### src/rtl/sram_ctrl_pkg.sv
// sram_ctrl_pkg
//   Shared types and constants for the sram_ctrl front end and its
//   response buffer.
//   - state_t : controller state (S_INIT zero-fill, S_READY serving)
//   - rsp_t   : one buffered response {rdata, err}
//   - SRAM_AW / SRAM_DEPTH : geometry of the 16384x32 macro
package sram_ctrl_pkg;

   localparam int SRAM_AW    = 14;
   localparam int SRAM_DEPTH = 16384;

   typedef enum logic [0:0] {
      S_INIT  = 1'b0,
      S_READY = 1'b1
   } state_t;

   typedef struct packed {
      logic [31:0] rdata;
      logic        err;
   } rsp_t;

endpackage

### src/rtl/sram_rsp_buf.sv
// sram_rsp_buf
//   Two-entry FIFO holding responses that could not be handed to the
//   consumer in the cycle the macro produced them.
//   Ports:
//     clk, rstn   : clock, asynchronous active-low reset
//     push        : write push_data into the tail (ignored when full)
//     push_data   : response to store
//     pop         : drop the head entry (ignored when empty)
//     head        : oldest stored response
//     count       : number of stored responses, 0..2
module sram_rsp_buf
   import sram_ctrl_pkg::*;
(
   input  logic       clk,
   input  logic       rstn,
   input  logic       push,
   input  rsp_t       push_data,
   input  logic       pop,
   output rsp_t       head,
   output logic [1:0] count
);

   rsp_t       entry0_r;
   rsp_t       entry1_r;
   logic       wr_ptr_r;
   logic       rd_ptr_r;
   logic [1:0] count_r;
   logic       do_push_s;
   logic       do_pop_s;

   // A push into a full buffer is only legal when the head leaves in the same cycle.
   assign do_push_s = push & ((count_r != 2'd2) | pop);
   assign do_pop_s  = pop & (count_r != 2'd0);

   // Storage, pointers and occupancy.
   always_ff @(posedge clk or negedge rstn) begin
      if (!rstn) begin
         entry0_r <= '0;
         entry1_r <= '0;
         wr_ptr_r <= 1'b0;
         rd_ptr_r <= 1'b0;
         count_r  <= 2'd0;
      end else begin
         if (do_push_s) begin
            if (wr_ptr_r == 1'b0) begin
               entry0_r <= push_data;
            end else begin
               entry1_r <= push_data;
            end
            wr_ptr_r <= ~wr_ptr_r;
         end
         if (do_pop_s) begin
            rd_ptr_r <= ~rd_ptr_r;
         end
         case ({do_push_s, do_pop_s})
            2'b10:   count_r <= count_r + 2'd1;
            2'b01:   count_r <= count_r - 2'd1;
            default: count_r <= count_r;
         endcase
      end
   end

   // Head selection.
   always_comb begin
      head = entry0_r;
      if (rd_ptr_r == 1'b1) begin
         head = entry1_r;
      end else begin
         head = entry0_r;
      end
   end

   assign count = count_r;

endmodule

### src/rtl/sram_ctrl.sv
// sram_ctrl
//   Valid/ready front end for one 16384x32 single-port sram macro.
//   Accepted requests drive the macro pins in the same cycle; the
//   macro's registered DO is returned the following cycle, either
//   directly or through a 2-entry buffer when the consumer stalls.
//   After reset the array can optionally be zero-filled.
//   Ports:
//     clk, rstn                         : clock, async active-low reset
//     init_done                         : high once requests are accepted
//     req_valid/ready/write/addr/wstrb/wdata : request channel
//     rsp_valid/ready/rdata/err         : response channel (in order)
//     sram_cs/we/a/byte/di, sram_do     : macro pins
module sram_ctrl
   import sram_ctrl_pkg::*;
#(
   parameter logic [31:0] ADDR_BASE = 32'h0000_0000,
   parameter bit          INIT_ZERO = 1'b1
) (
   input  logic               clk,
   input  logic               rstn,
   output logic               init_done,
   input  logic               req_valid,
   output logic               req_ready,
   input  logic               req_write,
   input  logic [31:0]        req_addr,
   input  logic [3:0]         req_wstrb,
   input  logic [31:0]        req_wdata,
   output logic               rsp_valid,
   input  logic               rsp_ready,
   output logic [31:0]        rsp_rdata,
   output logic               rsp_err,
   output logic               sram_cs,
   output logic               sram_we,
   output logic [SRAM_AW-1:0] sram_a,
   output logic [3:0]         sram_byte,
   output logic [31:0]        sram_di,
   input  logic [31:0]        sram_do
);

   state_t             state_r;
   state_t             state_nxt_s;
   logic [SRAM_AW-1:0] init_cnt_r;
   logic               init_done_r;

   logic               p_r;
   logic               p_is_read_r;
   logic               p_err_r;

   logic               hit_s;
   logic               accept_s;
   logic               req_ready_s;
   logic [1:0]         buf_count_s;
   rsp_t               buf_head_s;
   rsp_t               direct_rsp_s;
   logic               push_s;
   logic               pop_s;
   logic               addr_lsb_unused_s;

   // Byte offset within a word plays no part in word addressing.
   assign addr_lsb_unused_s = ^req_addr[1:0];

   assign hit_s       = (req_addr[31:16] == ADDR_BASE[31:16]);
   // Only registered state feeds req_ready, so it never combinationally
   // depends on rsp_ready or req_valid.
   assign req_ready_s = init_done_r & (({2'b00, p_r} + {1'b0, buf_count_s}) < 3'd2);
   assign accept_s    = req_valid & req_ready_s;
   assign req_ready   = req_ready_s;
   assign init_done   = init_done_r;

   // FSM state register.
   always_ff @(posedge clk or negedge rstn) begin
      if (!rstn) begin
         state_r <= INIT_ZERO ? S_INIT : S_READY;
      end else begin
         state_r <= state_nxt_s;
      end
   end

   // FSM next-state: leave zero-fill after the last word is written.
   always_comb begin
      state_nxt_s = state_r;
      case (state_r)
         S_INIT: begin
            if (init_cnt_r == SRAM_AW'(SRAM_DEPTH - 1)) begin
               state_nxt_s = S_READY;
            end else begin
               state_nxt_s = S_INIT;
            end
         end
         S_READY: state_nxt_s = S_READY;
         default: state_nxt_s = S_INIT;
      endcase
   end

   // FSM outputs: macro pin drive for zero-fill or an accepted hit.
   // Zero-fill writes are gated by rstn so the pins stay idle while reset
   // is held, yet word 0 is written on the very first edge after release.
   always_comb begin
      sram_cs   = 1'b0;
      sram_we   = 1'b0;
      sram_a    = '0;
      sram_byte = 4'h0;
      sram_di   = 32'h0000_0000;
      case (state_r)
         S_INIT: begin
            if (rstn) begin
               sram_cs   = 1'b1;
               sram_we   = 1'b1;
               sram_a    = init_cnt_r;
               sram_byte = 4'hf;
               sram_di   = 32'h0000_0000;
            end else begin
               sram_cs   = 1'b0;
            end
         end
         S_READY: begin
            if (accept_s && hit_s) begin
               sram_cs   = 1'b1;
               sram_we   = req_write;
               sram_a    = req_addr[15:2];
               sram_byte = req_write ? req_wstrb : 4'h0;
               sram_di   = req_wdata;
            end else begin
               sram_cs   = 1'b0;
            end
         end
         default: sram_cs = 1'b0;
      endcase
   end

   // Zero-fill word counter and registered init_done.
   always_ff @(posedge clk or negedge rstn) begin
      if (!rstn) begin
         init_cnt_r  <= '0;
         init_done_r <= 1'b0;
      end else begin
         if (state_r == S_INIT) begin
            init_cnt_r <= init_cnt_r + SRAM_AW'(1);
         end else begin
            init_cnt_r <= init_cnt_r;
         end
         init_done_r <= (state_r == S_READY);
      end
   end

   // In-flight flag: the response for this request is due this cycle.
   always_ff @(posedge clk or negedge rstn) begin
      if (!rstn) begin
         p_r         <= 1'b0;
         p_is_read_r <= 1'b0;
         p_err_r     <= 1'b0;
      end else begin
         p_r         <= accept_s;
         p_is_read_r <= accept_s & hit_s & ~req_write;
         p_err_r     <= accept_s & ~hit_s;
      end
   end

   // sram_do is only meaningful in the cycle after a read, so it is taken
   // either straight to the consumer or into the buffer in that cycle.
   assign direct_rsp_s.rdata = p_is_read_r ? sram_do : 32'h0000_0000;
   assign direct_rsp_s.err   = p_err_r;

   assign pop_s  = rsp_ready & (buf_count_s != 2'd0);
   assign push_s = p_r & ~(rsp_ready & (buf_count_s == 2'd0));

   sram_rsp_buf u_rsp_buf (
      .clk       (clk),
      .rstn      (rstn),
      .push      (push_s),
      .push_data (direct_rsp_s),
      .pop       (pop_s),
      .head      (buf_head_s),
      .count     (buf_count_s)
   );

   // Response mux: buffered responses are older, so they go first.
   always_comb begin
      rsp_rdata = 32'h0000_0000;
      rsp_err   = 1'b0;
      if (buf_count_s != 2'd0) begin
         rsp_rdata = buf_head_s.rdata;
         rsp_err   = buf_head_s.err;
      end else if (p_r) begin
         rsp_rdata = direct_rsp_s.rdata;
         rsp_err   = direct_rsp_s.err;
      end else begin
         rsp_rdata = 32'h0000_0000;
         rsp_err   = 1'b0;
      end
   end

   assign rsp_valid = (buf_count_s != 2'd0) | p_r;

endmodule

### config.mk
export PLATFORM = sky130hd
export DESIGN_NAME = sram_ctrl
export DESIGN_NICKNAME = d
export VERILOG_FILES = /design/src/rtl/sram_ctrl_pkg.sv /design/src/rtl/sram_rsp_buf.sv /design/src/rtl/sram_ctrl.sv
export SDC_FILE = /design/constraint.sdc
export NUM_CORES = 1
export LEC_CHECK = 0
export CAP_MARGIN = 10
export CORE_UTILIZATION = 45
export DETAILED_ROUTE_END_ITERATION = 7
export GPL_TIMING_DRIVEN = 0
export PLACE_DENSITY_LB_ADDON = 0.25
export SLEW_MARGIN = 5
export SYNTH_ARGS = -nofsm -noshare
export SYNTH_HDL_FRONTEND = slang
export SYNTH_SLANG_ARGS = --single-unit
### constraint.sdc
create_clock -name clk -period 3.6 [get_ports clk]
set_input_delay 0.36 -clock clk [delete_from_list [all_inputs] [get_ports clk]]
set_output_delay 0.36 -clock clk [all_outputs]
set_load 0.005 [all_outputs]
# --- After elaboration in Yosys (flattened, before gate mapping) ---
# Index checks and enable logic that the tools add are counted.
totals:
  in_bits: 105
  ff_bits: 89
  word_cells: 70
op_classes:
  reduce_logical: 7
  n_mux: 23
  eq_ne: 4
  addsub: 4
  bitwise: 18
  n_lt_le_gt_ge: 1
ops:
  columns: ["cell", "n"]
  rows:
  - ["$mux W32", 4]
  - ["$pmux W32 S2", 1]
  - ["$mux W33", 1]
  - ["$mux W14", 2]
  - ["$pmux W14 S2", 1]
  - ["$logic_not A16 Y1", 1]
  - ["$add A14 B1 Y14 const B", 1]
  - ["$eq A14 B14 Y1 const B", 1]
  - ["$mux W4", 3]
  - ["$and A1 B1 Y1", 10]
  - ["$pmux W4 S2", 1]
  - ["$mux W1", 6]
  - ["$not A1 Y1", 6]
  - ["$pmux W1 S2", 3]
  - ["$pmux W2 S2", 1]
  - ["$reduce_and A2 Y1", 2]
  - ["$reduce_bool A2 Y1", 2]
  - ["$add A1 B2 Y3", 1]
  - ["$lt A3 B2 Y1 const B", 1]
  - ["$add A2 B1 Y2 const B", 1]
  - ["$eq A2 B1 Y1 const B", 1]
  - ["$eq A2 B2 Y1 const B", 1]
  - ["$logic_not A2 Y1", 1]
  - ["$ne A2 B2 Y1 const B", 1]
  - ["3 further kinds", 4]

# --- Logic depth before layout (Yosys ltp) ---
# Gate-level depths: netlist of the first run.
depth:
  ltp_word: 7
  mapped_depth: 7
  depth_no_buf: 6

# --- Cells and area by module ---
# A second synthesis of the first run with hierarchy kept.
unflattened:
  hier_cells: 551
  area_unflattened_um2: 5616.6
modules_own_cells:
  columns: ["module", "n_inst", "area_each_um2", "seq_area_each_um2", "cells_each"]
  rows:
  - ["sram_rsp_buf", 1, 3079.2, 1751.7, 192]
  - ["sram_ctrl", 1, 2537.4, 475.5, 359]

# --- Least setup slack after synthesis of the first run ---
# OpenSTA, ideal clock, no wires.
synth_timing:
  kind: "input port to output port"
  startpoint: "input port req_addr[18]"
  endpoint: "output port sram_di[10]"
  stages: 4
  path_buffers: 1
  required_ps: 3240
  slack_ps: 1837
  arrival_time_ps: 1403
  cell_sequence: "nor4_1 -> nand3_1 -> clkbuf_1 -> nor4_1"
synth_between:
  elab_chain_len: 4
synth_rtl:
  columns: ["element", "line", "source"]
  rows:
  - ["start, declared", "sram_ctrl.sv:25", "input logic [31:0] req_addr,"]
  - ["$logic_not A16 Y1", "sram_ctrl.sv:62", "assign hit_s = (req_addr[31:16] == ADDR_BASE[31:16]);"]
  - ["$logic_and A1 B1 Y1", "sram_ctrl.sv:117", "if (accept_s && hit_s) begin"]
  - ["$mux W32", "sram_ctrl.sv:117", null]
  - ["$pmux W32 S2", "sram_ctrl.sv:104", "case (state_r)"]
  - ["end, declared", "sram_ctrl.sv:36", "output logic [31:0] sram_di,"]
# Every way passes these cells.

# --- Final worst setup path of the first run ---
layout_timing:
  startpoint: "input port req_addr[18]"
  endpoint: "output port sram_di[29]"
# Same word-level chain as after synthesis.

==> results of run 1 <==
-- flip-flops by register name, summed over array words and instances, names as in the netlist, 2 cells and up --
| name | flops |
|---|---|
| init_cnt_r | 14 |
| u_rsp_buf.count | 2 |
| u_rsp_buf.entry0_r | 33 |
| u_rsp_buf.entry1_r | 33 |
-- worst max-delay path by stage --
stage	startpoint	endpoint	slack (ps)	cells past startpoint
4_1_cts	u_rsp_buf.count[1]	sram_di[29]	360	5
5_1_grt	req_addr[25]	sram_di[29]	240	6
6_report	req_addr[18]	sram_di[29]	370	6
3_5_place_dp	req_addr[20]	sram_di[29]	420	6
2_1_floorplan	req_addr[18]	sram_di[10]	1840	4
3_3_place_gp	rstn	sram_we	-2110	4
-- layout make-up --
cell class              instances  area, um2
plain buffers                  40        275
fillers                       906       3730
flip-flops and latches         89       2230
well taps                     143        179
multi-input cells             317       2740
inverters                      37        139
repair buffers                191       1930
clock buffers                  11        243
clock inverters                 5       55.1
-- kinds of logic after synthesis --
kind of cell	Yosys count	synth area share, %
simple gates	139	14.3
xor+xnor	19	3.09
flops	89	41.4
compound gates	57	8.72
mux	100	24.3
buf+inv	77	7.70
fa+ha+maj	2	0.465
-- worst max-delay path, cell delays in order --
cell	delay, ps
clkdlybuf4s50_1	410
nor4_1	390
nand3_1	270
clkbuf_1	270
nor4_1	550
clkdlybuf4s50_1	620
-- stage by stage --
stage               cell area, um2  cells  setup TNS, ps  worst slack [ps]
floorplan                     5380    483              0              1840
global placement              7460    816        -125440             -2110
global route                  7780    833              0               244
detailed placement            7490    817              0               416
CTS                           7780    833              0               364
finish                        7780    833              0               371
-- metal layers --
layer  wire length [um]  global-route usage (%)  vias up
met1               5930                    27.1     2188
met2               7710                    44.8      147
met3                825                    5.44       21
met5                  0                       0        -
li1                   -                       -     2128
met4                344                    10.1        0
-- power groups by stage --
| stage | combinational [W] | clock [W] | sequential (W) |
|---|---|---|---|
| after floorplan | 0.000294 | 0 | 0.00105 |
| after global placement | 0.000534 | 0 | 0.00105 |
| after detailed placement | 0.000544 | 0 | 0.00105 |
| after CTS | 0.000546 | 0.000961 | 0.00103 |
| after global routing | 0.000576 | 0.00100 | 0.00103 |
| final | 0.000538 | 0.000944 | 0.00103 |
-- cell usage after synthesis --
library cell / count
nor2b_1: 3
and3_1: 1
xnor2_1: 11
buf_12: 6
buf_2: 10
o21ai_0: 2
nor2_1: 3
ha_1: 2
o211a_1: 2
o31ai_1: 20
or3_2: 1
nand4b_1: 1
and2_1: 33
nand4_1: 4
and3b_1: 1
nand2_1: 37
nand3b_1: 1
clkbuf_1: 22
nor3_1: 2
xor2_1: 8
mux2i_1: 33
o2bb2ai_1: 32
nand3_1: 9
nor2_2: 1
nor4_1: 40
o41ai_1: 1
mux2_4: 60
dfrtp_1: 89
mux2_2: 7
and2b_2: 1
inv_1: 37
nor4b_1: 1
buf_6: 2
==> results.cfg, run 1 <==
[power_and_ir_drop]
p_clk_share_pct = 37.5
power_density_mw_per_mm2 = 323
vdd.ir_drop.worst_uv = 193
seqPwrFrac_pct = 41.1
switching_share_pct = 27.4
power_w = 0.00252
p_leak_nw = 3.33
pwr-share-comb_pct = 21.4
switchingPower_w = 0.000689
p_int_w = 0.00183

[placed_design]
place_congestion = 0.903
dpl.hpwl_um = 11000
port_buffers = 190

[finish]
drive_gt1_share_pct = 15.2
final_cell_mix = clkdlybuf4s50_1, dfrtp_1, mux2_4
fin_util_pct = 67.6
finalNetCount = 792
final_common_cell = clkdlybuf4s50_1
num_antenna_cells = 0
area_growth_pct = 44.7

[clock_network]
postCtsSetupBuffers = 0
cts.sinks = 89
insertion_delay_ps = 340
cts_buffer_depth = 2
ctsResizeCount = 0
path_clk_slew_ps = 60
hold_buffers = 0
htree_levels = 3
clockRootBuffer = clkbuf_16
cts_buffers = 9
cts_tree = built

[setup_path]
r2r_slack_ps = 1840
required_ps = 3240
reg2reg_from = u_rsp_buf.count[0]
arrival_ps = 2870
cp_max_fo = 10
worstSetupPathType = primary input to output pin
cp-start-kind = primary input
cp-end-kind = output pin
reg2reg_to = u_rsp_buf.count[1]
r2r_cells = 6

[routing]
route.detailed.drc = 12
antenna_left = 0
wl_um = 14800
wl_per_cell_um = 17.8
drt-pass1-iter-count = 8
routed_via_density = 5.38
via_count = 4484
drt_iter0_markers = 235

[die]
ios = 193
die_h_um = 111
die_x_um = 111
initial_core_util_pct = 46.7
core.rowCount = 39
coreArea_mm2 = 0.0115
die_area_mm2 = 0.0124

[global_route]
grt_max_degree = 54
grt_pass1_wl_um = 23900
track_usage_pct = 24.4
antenna_found_initial = 0
grt_pass1_vias = 4832
grt_overflow_total = 0

[timing]
slew_viol_final = 0
setup_violations = 0
finalCritPeriodShare_pct = 89.7
fmax_mhz = 310
relSlewSlack_pct = 60.7
rsz0062_at_grt = no
hold_slack_ps = -2.37
fin_skew_ps = 5.80
min_period_ps = 3230
worst_pin_slew_ps = 584
hold_viol = 2

[yosys]
synth_top_area_share_pct = 41.4
syn_nets = 590
syn_inst = 483
synth_seq_area_share_pct = 41.4
yosys_warnings = 0
ys_types = 33
netlist_area_mm2 = 0.00538
synth.area.top_cells = dfrtp_1, mux2_4, mux2i_1, o2bb2ai_1, nor4_1
ys_ff_latch = 89
avgSynthCellArea_um2 = 11.1
synth_area_leader_cell = dfrtp_1

[outcome]
outcome = finished with violations
violations = design-rule violations, negative hold slack

[run]
maxCapViolCount = 0

[min_path]
min_path_type = primary input to async pin
Power figures use the tool's default switching activity.
==> inputs of run 2 (changes only) <==
--- a/config.mk
+++ b/config.mk
@@ -10,7 +10,6 @@
 export DETAILED_ROUTE_END_ITERATION = 7
 export GPL_TIMING_DRIVEN = 0
 export PLACE_DENSITY_LB_ADDON = 0.25
-export SLEW_MARGIN = 5
 export SYNTH_ARGS = -nofsm -noshare
 export SYNTH_HDL_FRONTEND = slang
 export SYNTH_SLANG_ARGS = --single-unit
==> results of run 2 <==
Same layout as run 1: the final DEF is identical, and so are final timing and power.
==> inputs of run 3 (changes only) <==
--- a/config.mk
+++ b/config.mk
@@ -6,6 +6,7 @@
 export NUM_CORES = 1
 export LEC_CHECK = 0
 export CAP_MARGIN = 10
+export CORE_ASPECT_RATIO = 0.75
 export CORE_UTILIZATION = 45
 export DETAILED_ROUTE_END_ITERATION = 7
 export GPL_TIMING_DRIVEN = 0
@@ -13,3 +14,4 @@
 export SYNTH_ARGS = -nofsm -noshare
 export SYNTH_HDL_FRONTEND = slang
 export SYNTH_SLANG_ARGS = --single-unit
+export TNS_END_PERCENT = 100
==> run 3 against run 2 <==
Net effect: the run now ends clean; final area is 0.69% higher; non-clock buffer count is 1 higher; utilization decreased by 0.10 points; setup slack worse by 74 ps; first-iteration DRC count down 23%; sequential power is essentially flat; routed wire length is 0.64% lower; flip-flop and latch count did not move; clock power rose by 2.3%; register-to-register slack gained 20 ps; critical path depth grew 2; highest routed layer unchanged; hold slack improved by 410 ps.
==> results.cfg, run 3 (synthesis gave the netlist of run 1 again) <==
[power_and_ir_drop]
power_density_mw_per_mm2 = 324
power_w = 0.00254
p_leak_nw = 3.35
vdd.ir_drop.worst_uv = 243

[global_route]
antenna_found_initial = 0
grt_max_degree = 78
grt_pass1_wl_um = 24100
grt_overflow_total = 0
grt_pass1_vias = 4736
track_usage_pct = 24.8

[timing]
setup_violations = 0
hold_slack_ps = 410
slew_viol_final = 0
setup_ws_ps = 297
relSlewSlack_pct = 63.5
hold_viol = 0
rsz0062_at_grt = no
finalCritPeriodShare_pct = 91.7
fmax_mhz = 303
worst_pin_slew_ps = 548
fin_skew_ps = 4.34
min_period_ps = 3300

[clock_network]
cts_buffer_depth = 2
htree_levels = 3
postCtsSetupBuffers = 0
clockRootBuffer = clkbuf_16
cts_tree = built
cts_buffers = 9
path_clk_slew_ps = 60
cts.sinks = 89
insertion_delay_ps = 330

[die]
core.rowCount = 34
ios = 193
initial_core_util_pct = 46.3
die_x_um = 128
die_area_mm2 = 0.0124
die_h_um = 96.7
coreArea_mm2 = 0.0116

[placed_design]
dp_slack_ps = 415
port_buffers = 190
place_congestion = 0.923
dpl.hpwl_um = 10900

[finish]
num_antenna_cells = 0
multi_input_area_mm2 = 0.00274
ff_latch_area_mm2 = 0.00223
reg_top3 = u_rsp_buf.entry0_r (33), u_rsp_buf.entry1_r (33), init_cnt_r (14)
final_cell_mix = clkdlybuf4s50_1, dfrtp_1, mux2_4
drive_gt1_share_pct = 15.5
final_common_cell = clkdlybuf4s50_1
fill_cells = 899
area_growth_pct = 45.7
finalNetCount = 793

[routing]
antenna_left = 0
wl_um = 14700
drt-pass1-iter-count = 4
wl_per_cell_um = 17.2
via_count = 4531
drt_iter0_markers = 182
routed_via_density = 5.31
route.detailed.drc = 0

[run]
maxCapViolCount = 0

[setup_path]
cp_max_fo = 77
r2r_cells = 6
cp-start-kind = primary input
cp_cell_sequence = dlygate4sd3_1 -> buf_4 -> buf_16 -> nor2b_1 -> clkbuf_2 -> nand2_1 -> o31ai_1 -> clkdlybuf4s50_1
cp_slowest_stage_delay_ps = 580
worstSetupPathType = primary input to output pin
required_ps = 3240
cp-end-kind = output pin
slowest_stage = clkdlybuf4s50_1
arrival_ps = 2940

[min_path]
whs_path_depth = 0
min_path_type = flip-flop to flip-flop

[outcome]
outcome = complete, no violations
[run 3: cell count changes in the layout (fill, tap and decap cells not counted)]
| cell | change |
|---|---|
| dlygate4sd3_1 | +1 |
| clkbuf_8 | +1 |
| clkbuf_2 | +1 |
| clkinv_4 | +3 |
| clkbuf_1 | -2 |
| clkinvlp_4 | -1 |
| clkinv_2 | -2 |
[run 3: what timing repair did]
item / CTS / global route
hold endpoints to repair: 14 / 0
endpoints found under the setup margin: 0 / 2
gates resized for setup: 0 / 2
hold buffers: 1 / 0
[run 3: stage by stage]
stage / setup TNS [ps] / cells / instance area, um2 / util [%]
2_1_floorplan: 0 / 483 / 5380 / -
3_3_place_gp: -120680 / 835 / 7480 / 64.4
3_5_place_dp: 0 / 836 / 7510 / 64.7
4_1_cts: 0 / 853 / 7840 / 67.5
5_1_grt: 0 / 853 / 7840 / 67.5
6_report: 0 / 853 / 7840 / 67.5
[run 3: worst max-delay path, delay by kind of cell]
kind,cells,cell delay [ps]
buffers and inverters,5,1980
AND/OR/NAND/NOR,2,450
AO/OA/AOI/OAI,1,100
[run 3: cell type report]
class / count / area share [%]
Buffer: 40 / 3.53
Clock buffer: 11 / 3.22
Clock inverter: 5 / 0.814
Inverter: 37 / 1.77
Multi-Input combinational cell: 317 / 34.9
Sequential cell: 89 / 28.4
Tap cell: 162 / 2.59
Timing Repair Buffer: 192 / 24.7
[run 3: power breakdown]
group | switching (W) | leakage (nW) | internal, W
Combinational | 0.000286 | 1.98 | 0.000255
Sequential | 0.0000136 | 1.22 | 0.00102
Clock | 0.000387 | 0.152 | 0.000579
[run 3: per-layer routing]
| metal | GRT usage [%] | wire length [um] | vias up |
|---|---|---|---|
| li1 | - | - | 2120 |
| met1 | 29.8 | 6100 | 2245 |
| met2 | 44.1 | 7600 | 141 |
| met3 | 4.92 | 680 | 25 |
| met4 | 7.96 | 325 | 0 |
| met5 | 0 | 0 | - |
[run 3: final timing paths]
path                                           to  slack (ps)               start
max                                    sram_a[11]         300                rstn
min                                     init_done         410             state_r
min reg2reg                             init_done         410             state_r
max reg2reg                    u_rsp_buf.count[1]        1860  u_rsp_buf.count[0]
min in group asynchronous  u_rsp_buf.entry1_r[15]         430                rstn
max in group asynchronous           init_cnt_r[7]        2550                rstn
